`src/rtl/dmem_arb_pkg.sv`:
```
// Shared types and constants for the data-ROM arbiter.
//   arb_state_t : arbiter FSM states (round-robin arbitration / streamer burst)
//   owner_t     : which requester a priority or grant refers to
//   addr_in_range : word-address range check against a ROM depth
package dmem_arb_pkg;

    localparam int DMEM_DEPTH = 8100;
    localparam int DMEM_AW    = 32;
    localparam int DMEM_DW    = 32;

    typedef enum logic {
        ARB     = 1'b0,
        S_BURST = 1'b1
    } arb_state_t;

    typedef enum logic {
        OWN_C = 1'b0,
        OWN_S = 1'b1
    } owner_t;

    function automatic logic addr_in_range(input logic [DMEM_AW-1:0] addr,
                                           input int unsigned        depth);
        return addr < DMEM_AW'(depth);
    endfunction

endpackage

```
`src/rtl/dmem_rom_arbiter_if.sv`:
```
// Bus bundle between the two requesters (CPU "c", streamer "s"), the arbiter
// and the combinational-read ROM.
// Handshake: a requester raises *_req with *_addr and holds both stable until
// it sees *_gnt high in the same cycle; the transfer happens in that cycle.
// *_rvalid pulses for one cycle exactly one cycle after the grant, with
// *_rdata/*_err valid then and held until that port's next rvalid.
//   master : requester side (drives req/addr/lock, samples the rest);
//            also provides the ROM (drives rom_rd from rom_addr)
//   slave  : arbiter side
interface dmem_rom_arbiter_if;
    import dmem_arb_pkg::*;

    logic               c_req;
    logic [DMEM_AW-1:0] c_addr;
    logic               c_gnt;
    logic               c_rvalid;
    logic [DMEM_DW-1:0] c_rdata;
    logic               c_err;

    logic               s_req;
    logic               s_lock;
    logic [DMEM_AW-1:0] s_addr;
    logic               s_gnt;
    logic               s_rvalid;
    logic [DMEM_DW-1:0] s_rdata;
    logic               s_err;

    logic [DMEM_AW-1:0] rom_addr;
    logic [DMEM_DW-1:0] rom_rd;

    modport master (
        output c_req, c_addr, s_req, s_lock, s_addr, rom_rd,
        input  c_gnt, c_rvalid, c_rdata, c_err,
        input  s_gnt, s_rvalid, s_rdata, s_err, rom_addr
    );

    modport slave (
        input  c_req, c_addr, s_req, s_lock, s_addr, rom_rd,
        output c_gnt, c_rvalid, c_rdata, c_err,
        output s_gnt, s_rvalid, s_rdata, s_err, rom_addr
    );

endinterface

```
`src/rtl/dmem_rd_port.sv`:
```
// Per-requester read-return register.
//   clk, rst   : clock, synchronous active-high reset
//   gnt        : this port was granted the ROM this cycle
//   in_range   : the granted address was inside the ROM
//   rom_rd     : combinational ROM data for the granted address
//   rvalid     : one-cycle pulse the cycle after a grant
//   rdata, err : loaded on each grant, held otherwise
module dmem_rd_port
    import dmem_arb_pkg::*;
(
    input  logic               clk,
    input  logic               rst,
    input  logic               gnt,
    input  logic               in_range,
    input  logic [DMEM_DW-1:0] rom_rd,
    output logic               rvalid,
    output logic [DMEM_DW-1:0] rdata,
    output logic               err
);

    logic               rvalid_d, rvalid_q;
    logic [DMEM_DW-1:0] rdata_d,  rdata_q;
    logic               err_d,    err_q;

    always_comb begin
        rvalid_d = gnt;
        rdata_d  = rdata_q;
        err_d    = err_q;
        if (gnt) begin
            // Out-of-range reads return zero rather than whatever ROM[0] holds.
            rdata_d = in_range ? rom_rd : '0;
            err_d   = ~in_range;
        end
    end

    always_ff @(posedge clk) begin
        if (rst) begin
            rvalid_q <= 1'b0;
            rdata_q  <= '0;
            err_q    <= 1'b0;
        end else begin
            rvalid_q <= rvalid_d;
            rdata_q  <= rdata_d;
            err_q    <= err_d;
        end
    end

    assign rvalid = rvalid_q;
    assign rdata  = rdata_q;
    assign err    = err_q;

endmodule

```
`src/rtl/dmem_rom_arbiter.sv`:
```
// Two-requester arbiter for the single-port image data ROM.
// Round-robin between CPU (c) and streamer (s); the streamer may hold the ROM
// for up to MAX_BURST consecutive grants by asserting s_lock.
//   clk, rst      : clock, synchronous active-high reset
//   bus           : requester/ROM bundle (slave side)
//   dbg_state     : current FSM state
//   dbg_prio      : side favoured on the next contested ARB cycle
//   dbg_burst_cnt : grants taken so far in the current streamer burst
module dmem_rom_arbiter
    import dmem_arb_pkg::*;
#(
    parameter int DEPTH     = DMEM_DEPTH,
    parameter int MAX_BURST = 16
) (
    input  logic                               clk,
    input  logic                               rst,
    dmem_rom_arbiter_if.slave                  bus,
    output arb_state_t                         dbg_state,
    output owner_t                             dbg_prio,
    output logic [$clog2(MAX_BURST+1)-1:0]     dbg_burst_cnt
);

    localparam int CW = $clog2(MAX_BURST + 1);

    arb_state_t         state_d, state_q;
    owner_t             prio_d,  prio_q;
    logic [CW-1:0]      cnt_d,   cnt_q;
    logic [CW-1:0]      cnt_inc;
    logic               c_gnt, s_gnt;
    logic [DMEM_AW-1:0] gnt_addr;
    logic               in_range;

    assign cnt_inc = cnt_q + CW'(1);

    always_comb begin
        state_d = state_q;
        prio_d  = prio_q;
        cnt_d   = cnt_q;
        c_gnt   = 1'b0;
        s_gnt   = 1'b0;
        if (!rst) begin
            unique case (state_q)
                ARB: begin
                    if (bus.c_req && (!bus.s_req || prio_q == OWN_C)) begin
                        c_gnt  = 1'b1;
                        prio_d = OWN_S;
                    end else if (bus.s_req) begin
                        s_gnt  = 1'b1;
                        prio_d = OWN_C;
                        // This grant is the first of the burst.
                        if (bus.s_lock && (MAX_BURST > 1)) begin
                            state_d = S_BURST;
                            cnt_d   = CW'(1);
                        end
                    end
                end
                S_BURST: begin
                    if (bus.s_req) begin
                        s_gnt = 1'b1;
                        cnt_d = cnt_inc;
                        if (cnt_inc == CW'(MAX_BURST) || !bus.s_lock) begin
                            state_d = ARB;
                            prio_d  = OWN_C;
                            cnt_d   = '0;
                        end
                    end else begin
                        // Streamer idle: release the ROM and let the CPU in
                        // without losing a cycle.
                        state_d = ARB;
                        prio_d  = OWN_C;
                        cnt_d   = '0;
                        if (bus.c_req) begin
                            c_gnt  = 1'b1;
                            prio_d = OWN_S;
                        end
                    end
                end
                default: begin
                    state_d = ARB;
                    prio_d  = OWN_C;
                    cnt_d   = '0;
                end
            endcase
        end
    end

    always_ff @(posedge clk) begin
        if (rst) begin
            state_q <= ARB;
            prio_q  <= OWN_C;
            cnt_q   <= '0;
        end else begin
            state_q <= state_d;
            prio_q  <= prio_d;
            cnt_q   <= cnt_d;
        end
    end

    assign gnt_addr     = c_gnt ? bus.c_addr : bus.s_addr;
    assign in_range     = addr_in_range(gnt_addr, DEPTH);
    assign bus.rom_addr = ((c_gnt || s_gnt) && in_range) ? gnt_addr : '0;
    assign bus.c_gnt    = c_gnt;
    assign bus.s_gnt    = s_gnt;

    dmem_rd_port u_c_port (
        .clk      (clk),
        .rst      (rst),
        .gnt      (c_gnt),
        .in_range (in_range),
        .rom_rd   (bus.rom_rd),
        .rvalid   (bus.c_rvalid),
        .rdata    (bus.c_rdata),
        .err      (bus.c_err)
    );

    dmem_rd_port u_s_port (
        .clk      (clk),
        .rst      (rst),
        .gnt      (s_gnt),
        .in_range (in_range),
        .rom_rd   (bus.rom_rd),
        .rvalid   (bus.s_rvalid),
        .rdata    (bus.s_rdata),
        .err      (bus.s_err)
    );

    assign dbg_state     = state_q;
    assign dbg_prio      = prio_q;
    assign dbg_burst_cnt = cnt_q;

endmodule

```
`src/flat_wrapper.sv`:
```
// flat-port wrapper written by rule: the top's interface ports become plain ports
module dmem_rom_arbiter_flat import dmem_arb_pkg::*;
#(
    parameter int DEPTH     = DMEM_DEPTH,
    parameter int MAX_BURST = 16
)
  (clk, rst, dbg_state, dbg_prio, dbg_burst_cnt, bus_c_req, bus_c_addr, bus_s_req, bus_s_lock, bus_s_addr, bus_rom_rd, bus_c_gnt, bus_c_rvalid, bus_c_rdata, bus_c_err, bus_s_gnt, bus_s_rvalid, bus_s_rdata, bus_s_err, bus_rom_addr);
  dmem_rom_arbiter_if bus_i ();
  input  logic clk;
  input  logic rst;
  output arb_state_t dbg_state;
  output owner_t dbg_prio;
  output logic [$clog2(MAX_BURST+1)-1:0] dbg_burst_cnt;
  input wire logic [$bits(bus_i.c_req)-1:0] bus_c_req;
  input wire logic [$bits(bus_i.c_addr)-1:0] bus_c_addr;
  input wire logic [$bits(bus_i.s_req)-1:0] bus_s_req;
  input wire logic [$bits(bus_i.s_lock)-1:0] bus_s_lock;
  input wire logic [$bits(bus_i.s_addr)-1:0] bus_s_addr;
  input wire logic [$bits(bus_i.rom_rd)-1:0] bus_rom_rd;
  output wire logic [$bits(bus_i.c_gnt)-1:0] bus_c_gnt;
  output wire logic [$bits(bus_i.c_rvalid)-1:0] bus_c_rvalid;
  output wire logic [$bits(bus_i.c_rdata)-1:0] bus_c_rdata;
  output wire logic [$bits(bus_i.c_err)-1:0] bus_c_err;
  output wire logic [$bits(bus_i.s_gnt)-1:0] bus_s_gnt;
  output wire logic [$bits(bus_i.s_rvalid)-1:0] bus_s_rvalid;
  output wire logic [$bits(bus_i.s_rdata)-1:0] bus_s_rdata;
  output wire logic [$bits(bus_i.s_err)-1:0] bus_s_err;
  output wire logic [$bits(bus_i.rom_addr)-1:0] bus_rom_addr;
  assign bus_i.c_req = bus_c_req;
  assign bus_i.c_addr = bus_c_addr;
  assign bus_i.s_req = bus_s_req;
  assign bus_i.s_lock = bus_s_lock;
  assign bus_i.s_addr = bus_s_addr;
  assign bus_i.rom_rd = bus_rom_rd;
  assign bus_c_gnt = bus_i.c_gnt;
  assign bus_c_rvalid = bus_i.c_rvalid;
  assign bus_c_rdata = bus_i.c_rdata;
  assign bus_c_err = bus_i.c_err;
  assign bus_s_gnt = bus_i.s_gnt;
  assign bus_s_rvalid = bus_i.s_rvalid;
  assign bus_s_rdata = bus_i.s_rdata;
  assign bus_s_err = bus_i.s_err;
  assign bus_rom_addr = bus_i.rom_addr;
  dmem_rom_arbiter #(.DEPTH(DEPTH), .MAX_BURST(MAX_BURST)) u_core (.clk(clk), .rst(rst), .bus(bus_i), .dbg_state(dbg_state), .dbg_prio(dbg_prio), .dbg_burst_cnt(dbg_burst_cnt));
endmodule
```
`config.mk`:
```
export PLATFORM = sky130hd
export DESIGN_NAME = dmem_rom_arbiter_flat
export DESIGN_NICKNAME = d
export VERILOG_FILES = /design/src/rtl/dmem_arb_pkg.sv /design/src/rtl/dmem_rom_arbiter_if.sv /design/src/rtl/dmem_rd_port.sv /design/src/rtl/dmem_rom_arbiter.sv /design/src/flat_wrapper.sv
export SDC_FILE = /design/constraint.sdc
export NUM_CORES = 1
export LEC_CHECK = 0
export BUFFER_PORTS_ARGS = -buffer_cell sky130_fd_sc_hd__buf_2
export CAP_MARGIN = 20
export CORE_MARGIN = 2
export CORE_UTILIZATION = 47
export DETAILED_ROUTE_END_ITERATION = 6
export GPL_ROUTABILITY_DRIVEN = 0
export GPL_TIMING_DRIVEN = 1
export PLACE_DENSITY = 0.85
export SLEW_MARGIN = 25
export SYNTH_ARGS = -nofsm -noshare
export SYNTH_HDL_FRONTEND = slang
export SYNTH_SLANG_ARGS = --single-unit
```
`constraint.sdc`:
```
create_clock -name clk -period 3.8 [get_ports clk]
set_input_delay 0.95 -clock clk [delete_from_list [all_inputs] [get_ports clk]]
set_output_delay 0.95 -clock clk [all_outputs]
set_load 0.05 [all_outputs]
```
==> summary.txt <==
Placed design
  • Quantity of I/O buffers inserted on ports: 190
  • Count of placed standard cells including taps: 708
  • DPL Wire Length: 6680 µm
  • Minimum setup slack after placement: 0.331 ns

Critical path
  • Worst Setup End Kind: output pin
  • Source of the critical timing path: bus_s_addr[24]
  • Required time of the critical path: 2.85 ns
  • Cell count along the critical path: 7
  • Setup CP Type: primary input to output pin
  • Combined buffer and inverter count along the critical path: 2
  • Sequence of cells on the critical path: buf_2, nor4_1, nand4_1, nor4_1, a22oi_4, nor2_1, buf_2
  • Signal arrival time at the worst endpoint: 2.51 ns
  • Stage delay of the slowest cell on the critical path: 0.37 ns
  • Last element of the critical path: bus_rom_addr[3]
  • Critical register-to-register path startpoint: u_core.dbg_state
  • Cell family with most CP delay: simple AND/OR/NAND/NOR gates
  • Max Fanout on Critical Path: 14
  • R2R cell count: 6
  • Kind of launch point of the worst setup path: primary input
  • Internal reg-to-reg setup slack: 1.33 ns
  • Crit-path slowest cell: sky130_fd_sc_hd__nor4_1
  • Endpoint of the most critical register-to-register path: u_core.u_c_port.rdata[1]

CTS
  • Source-to-sink clock delay at the later pin of the worst-skew pair: 0.34 ns
  • Maximum clock insertion buffer count: 2
  • Clk pin slew, worst setup/hold paths: 0.08 ns
  • TritonCTS clock tree: done
  • Maximum level of the CTS H-tree: 3
  • Count of hold buffers inserted by post-cts repair: 0
  • Number of setup buffers added after CTS: 0
  • Resized Gates After CTS: 0
  • Number of buffers created by CTS: 9
  • CTS Root Cell: sky130_fd_sc_hd__clkbuf_8
  • Clk sinks: 75

Global routing
  • Overall routing resource usage: 21.6%
  • Antenna violations before repair: 0
  • Maximum number of pins on one net before global-route repair: 108
  • Via count of the first global-routing pass: 3324
  • Wire length of the first global-routing pass: 14900 µm
  • Aggregate global routing overflow: 0

Timing
  • Tcrit/Tclk final: 90.9%
  • Worst max-slew margin expressed relative to the limit: 46.0%
  • Count of endpoints failing hold in the final timing report: 0
  • Number of setup violations in the final report: 0
  • Fmax achieved: 289 MHz
  • Final count of pins violating max slew: 0
  • Minimum clock period: 3.46 ns
  • Setup clock skew after layout: 0.00942 ns
  • Summed negative setup slack over all endpoints: 0 ns
  • Transition time at the pin with the least slew margin: 0.810 ns
  • RSZ-0062 raised after global routing: false
  • Crit path setup slack, layout: 0.344 ns

Routing
  • Highest metal layer used by the detailed router: met4
  • Total routed wire length on the met1 layer: 4160 µm
  • Post-detailed-route DRC marker count: 0
  • Met2 WL: 4450 µm
  • Final WL: 9360 µm
  • First-pass iteration count of the detailed router: 7
  • Post-route ant nets: 0
  • Via Count: 3656
  • Vias per inst: 5.05
  • Final routed wire length divided by cell count: 12.9 µm
  • Drt first-iter violations: 143
  • Met3 WL: 568 µm

Floorplanning
  • Count of boundary I/O pins: 210
  • Die H: 91.9 µm
  • Number of standard-cell rows in the floorplan: 32
  • Core region area: 7610 µm²
  • Starting Density: 47.7%
  • Die width: 91.9 µm
  • Die ar.: 8440 µm²

Flow run
  • Max-cap check violation count: 0

Run status
  • Run status: finished clean

Power and ir drop
  • Power density of the placed cells: 359 nW/µm²
  • Highest ir drop seen on vdd: 0.000191 V
  • P_leak: 0.00205 µW

Finish
  • Number of diodes: 0
  • Sequential Area: 1500 µm²
  • Filler cells: 695
  • Post-layout instance count excluding filler cells: 724
  • Number of nets at the end of the flow: 719
  • Multi-input logic area: 1670 µm²
  • Synthesis-to-finish area growth: 31.2%
  • Fraction of final layout cells with drive strength greater than 1: 35.7%

Logic synthesis
  • Dominant cell type by area after synthesis: sky130_fd_sc_hd__dfxtp_1
  • Seq/Total Area, Yosys: 41.4%
  • Synthesized area per cell: 8.10 µm²
  • Post-synthesis instance area: 3630 µm²
  • Synthesized netlist cell count: 448
  • Top cells by area in the synthesized netlist: sky130_fd_sc_hd__dfxtp_1, sky130_fd_sc_hd__o32ai_1, sky130_fd_sc_hd__nand2_1
  • Share of the synthesized area in the top cell type: 41.4%
  • Cell variety after synth: 38
  • Synth warnings: 0
  • Register bit count reported by yosys: 75

Hold path
  • Worst min-delay path category: flip-flop to flip-flop
[registers in the layout (all words and copies together), names as in the netlist]
register	cells
u_core.u_c_port.rdata	32
u_core.u_s_port.rdata	32
u_core.dbg_burst_cnt	5
u_core.dbg_prio	1
u_core.dbg_state	1
u_core.u_c_port.err	1
u_core.u_c_port.rvalid	1
u_core.u_s_port.err	1
u_core.u_s_port.rvalid	1
[layout make-up]
class | instances | share of cell area (%)
inverters | 64 | 5.04
multi-input cells | 271 | 35.1
clock inverters | 5 | 1.81
well taps | 102 | 2.68
clock buffers | 11 | 2.76
flip-flops and latches | 75 | 31.5
repair buffers | 196 | 21.0
[power breakdown]
group | internal (µW) | switching (µW)
logic | 77.4 | 166
registers | 790 | 3.50
clock network | 375 | 295
total | 1240 | 465
[routing by layer]
layer,vias up,global-route usage (%)
li1,1853,-
met1,1642,27.2
met2,139,35.9
met3,22,4.35
met4,0,9.33
met5,-,0
[cells in the mapped netlist, drive strengths merged]
cell type and instances:
xnor2 1, nand2b 2, nor4 12, o31a 1
and2 1, nor3b 2, o21a 2, inv 64
nand2 66, a22oi 16, nand4 4, nand3b 1
o32ai 64, nor3 1, a31oi 1, a21o 2
xor2 1, buf 31, o22a 1, dfxtp 75
nor2b 35, and3 2, o21ai 4, nor2 20
or3 1, conb 1, a21oi 3, ha 1
and3b 2, o211ai 2, clkbuf 25, nand3 4
[tightest hold or removal path, cell delays in order, from the launching register on]
cell and delay, ns:
sky130_fd_sc_hd__dfxtp_1 0.31, sky130_fd_sc_hd__inv_1 0.04, sky130_fd_sc_hd__o32ai_1 0.07
[per-stage QoR]
stage                     cell area [µm²]  total power, µW  hold slack [ns]  util (%)
after floorplan                      3720              990            0.691         -
after global placement               4540             1050            0.457      59.7
after detailed placement             4540             1050            0.462      59.7
after CTS                            4760             1720            0.474      62.5
after global routing                 4760             1780            0.485      62.6
final                                4760             1710            0.473      62.6
[logic make-up (layout without fill, tap and decap cells)]
group,Yosys count,count (layout),share of synthesized area (%)
simple gates,153,153,20.7
buf+inv,120,276,15.1
compound gates,96,96,22.0
flops,75,75,41.4
xor+xnor,2,2,0.483
fa+ha+maj,1,1,0.345
other cells,1,19,0.103
[placed cells by master, fill, tap and decap left out, types with 2 or more instances in the layout]
cell / count
sky130_fd_sc_hd__inv_1: 64
sky130_fd_sc_hd__buf_4: 6
sky130_fd_sc_hd__a21oi_1: 3
sky130_fd_sc_hd__nor3b_1: 2
sky130_fd_sc_hd__clkinv_4: 2
sky130_fd_sc_hd__nand2_1: 66
sky130_fd_sc_hd__nand2b_1: 2
sky130_fd_sc_hd__nand4_1: 4
sky130_fd_sc_hd__a22oi_1: 15
sky130_fd_sc_hd__dfxtp_1: 75
sky130_fd_sc_hd__nor2b_1: 35
sky130_fd_sc_hd__and3b_1: 2
sky130_fd_sc_hd__nor2_2: 8
sky130_fd_sc_hd__conb_1: 19
sky130_fd_sc_hd__nor4_1: 11
sky130_fd_sc_hd__o211ai_1: 2
sky130_fd_sc_hd__clkbuf_1: 2
sky130_fd_sc_hd__buf_2: 189
sky130_fd_sc_hd__a21o_1: 2
sky130_fd_sc_hd__o32ai_1: 64
sky130_fd_sc_hd__nor2_1: 12
sky130_fd_sc_hd__clkbuf_8: 9
sky130_fd_sc_hd__and3_1: 2
sky130_fd_sc_hd__bufinv_16: 2
sky130_fd_sc_hd__o21ai_0: 3
sky130_fd_sc_hd__nand3_1: 4
[worst min path at each step]
stage                         startpoint                         to  cells after the start
2_1_floorplan   u_core.u_c_port.rdata[0]   u_core.u_c_port.rdata[0]                      2
3_3_place_gp   u_core.u_c_port.rdata[23]  u_core.u_c_port.rdata[23]                      2
3_5_place_dp    u_core.u_c_port.rdata[9]   u_core.u_c_port.rdata[9]                      2
4_1_cts         u_core.u_c_port.rdata[9]   u_core.u_c_port.rdata[9]                      2
5_1_grt        u_core.u_c_port.rdata[17]  u_core.u_c_port.rdata[17]                      2
6_report       u_core.u_s_port.rdata[19]  u_core.u_s_port.rdata[19]                      2
Power figures use the tool's default switching activity.
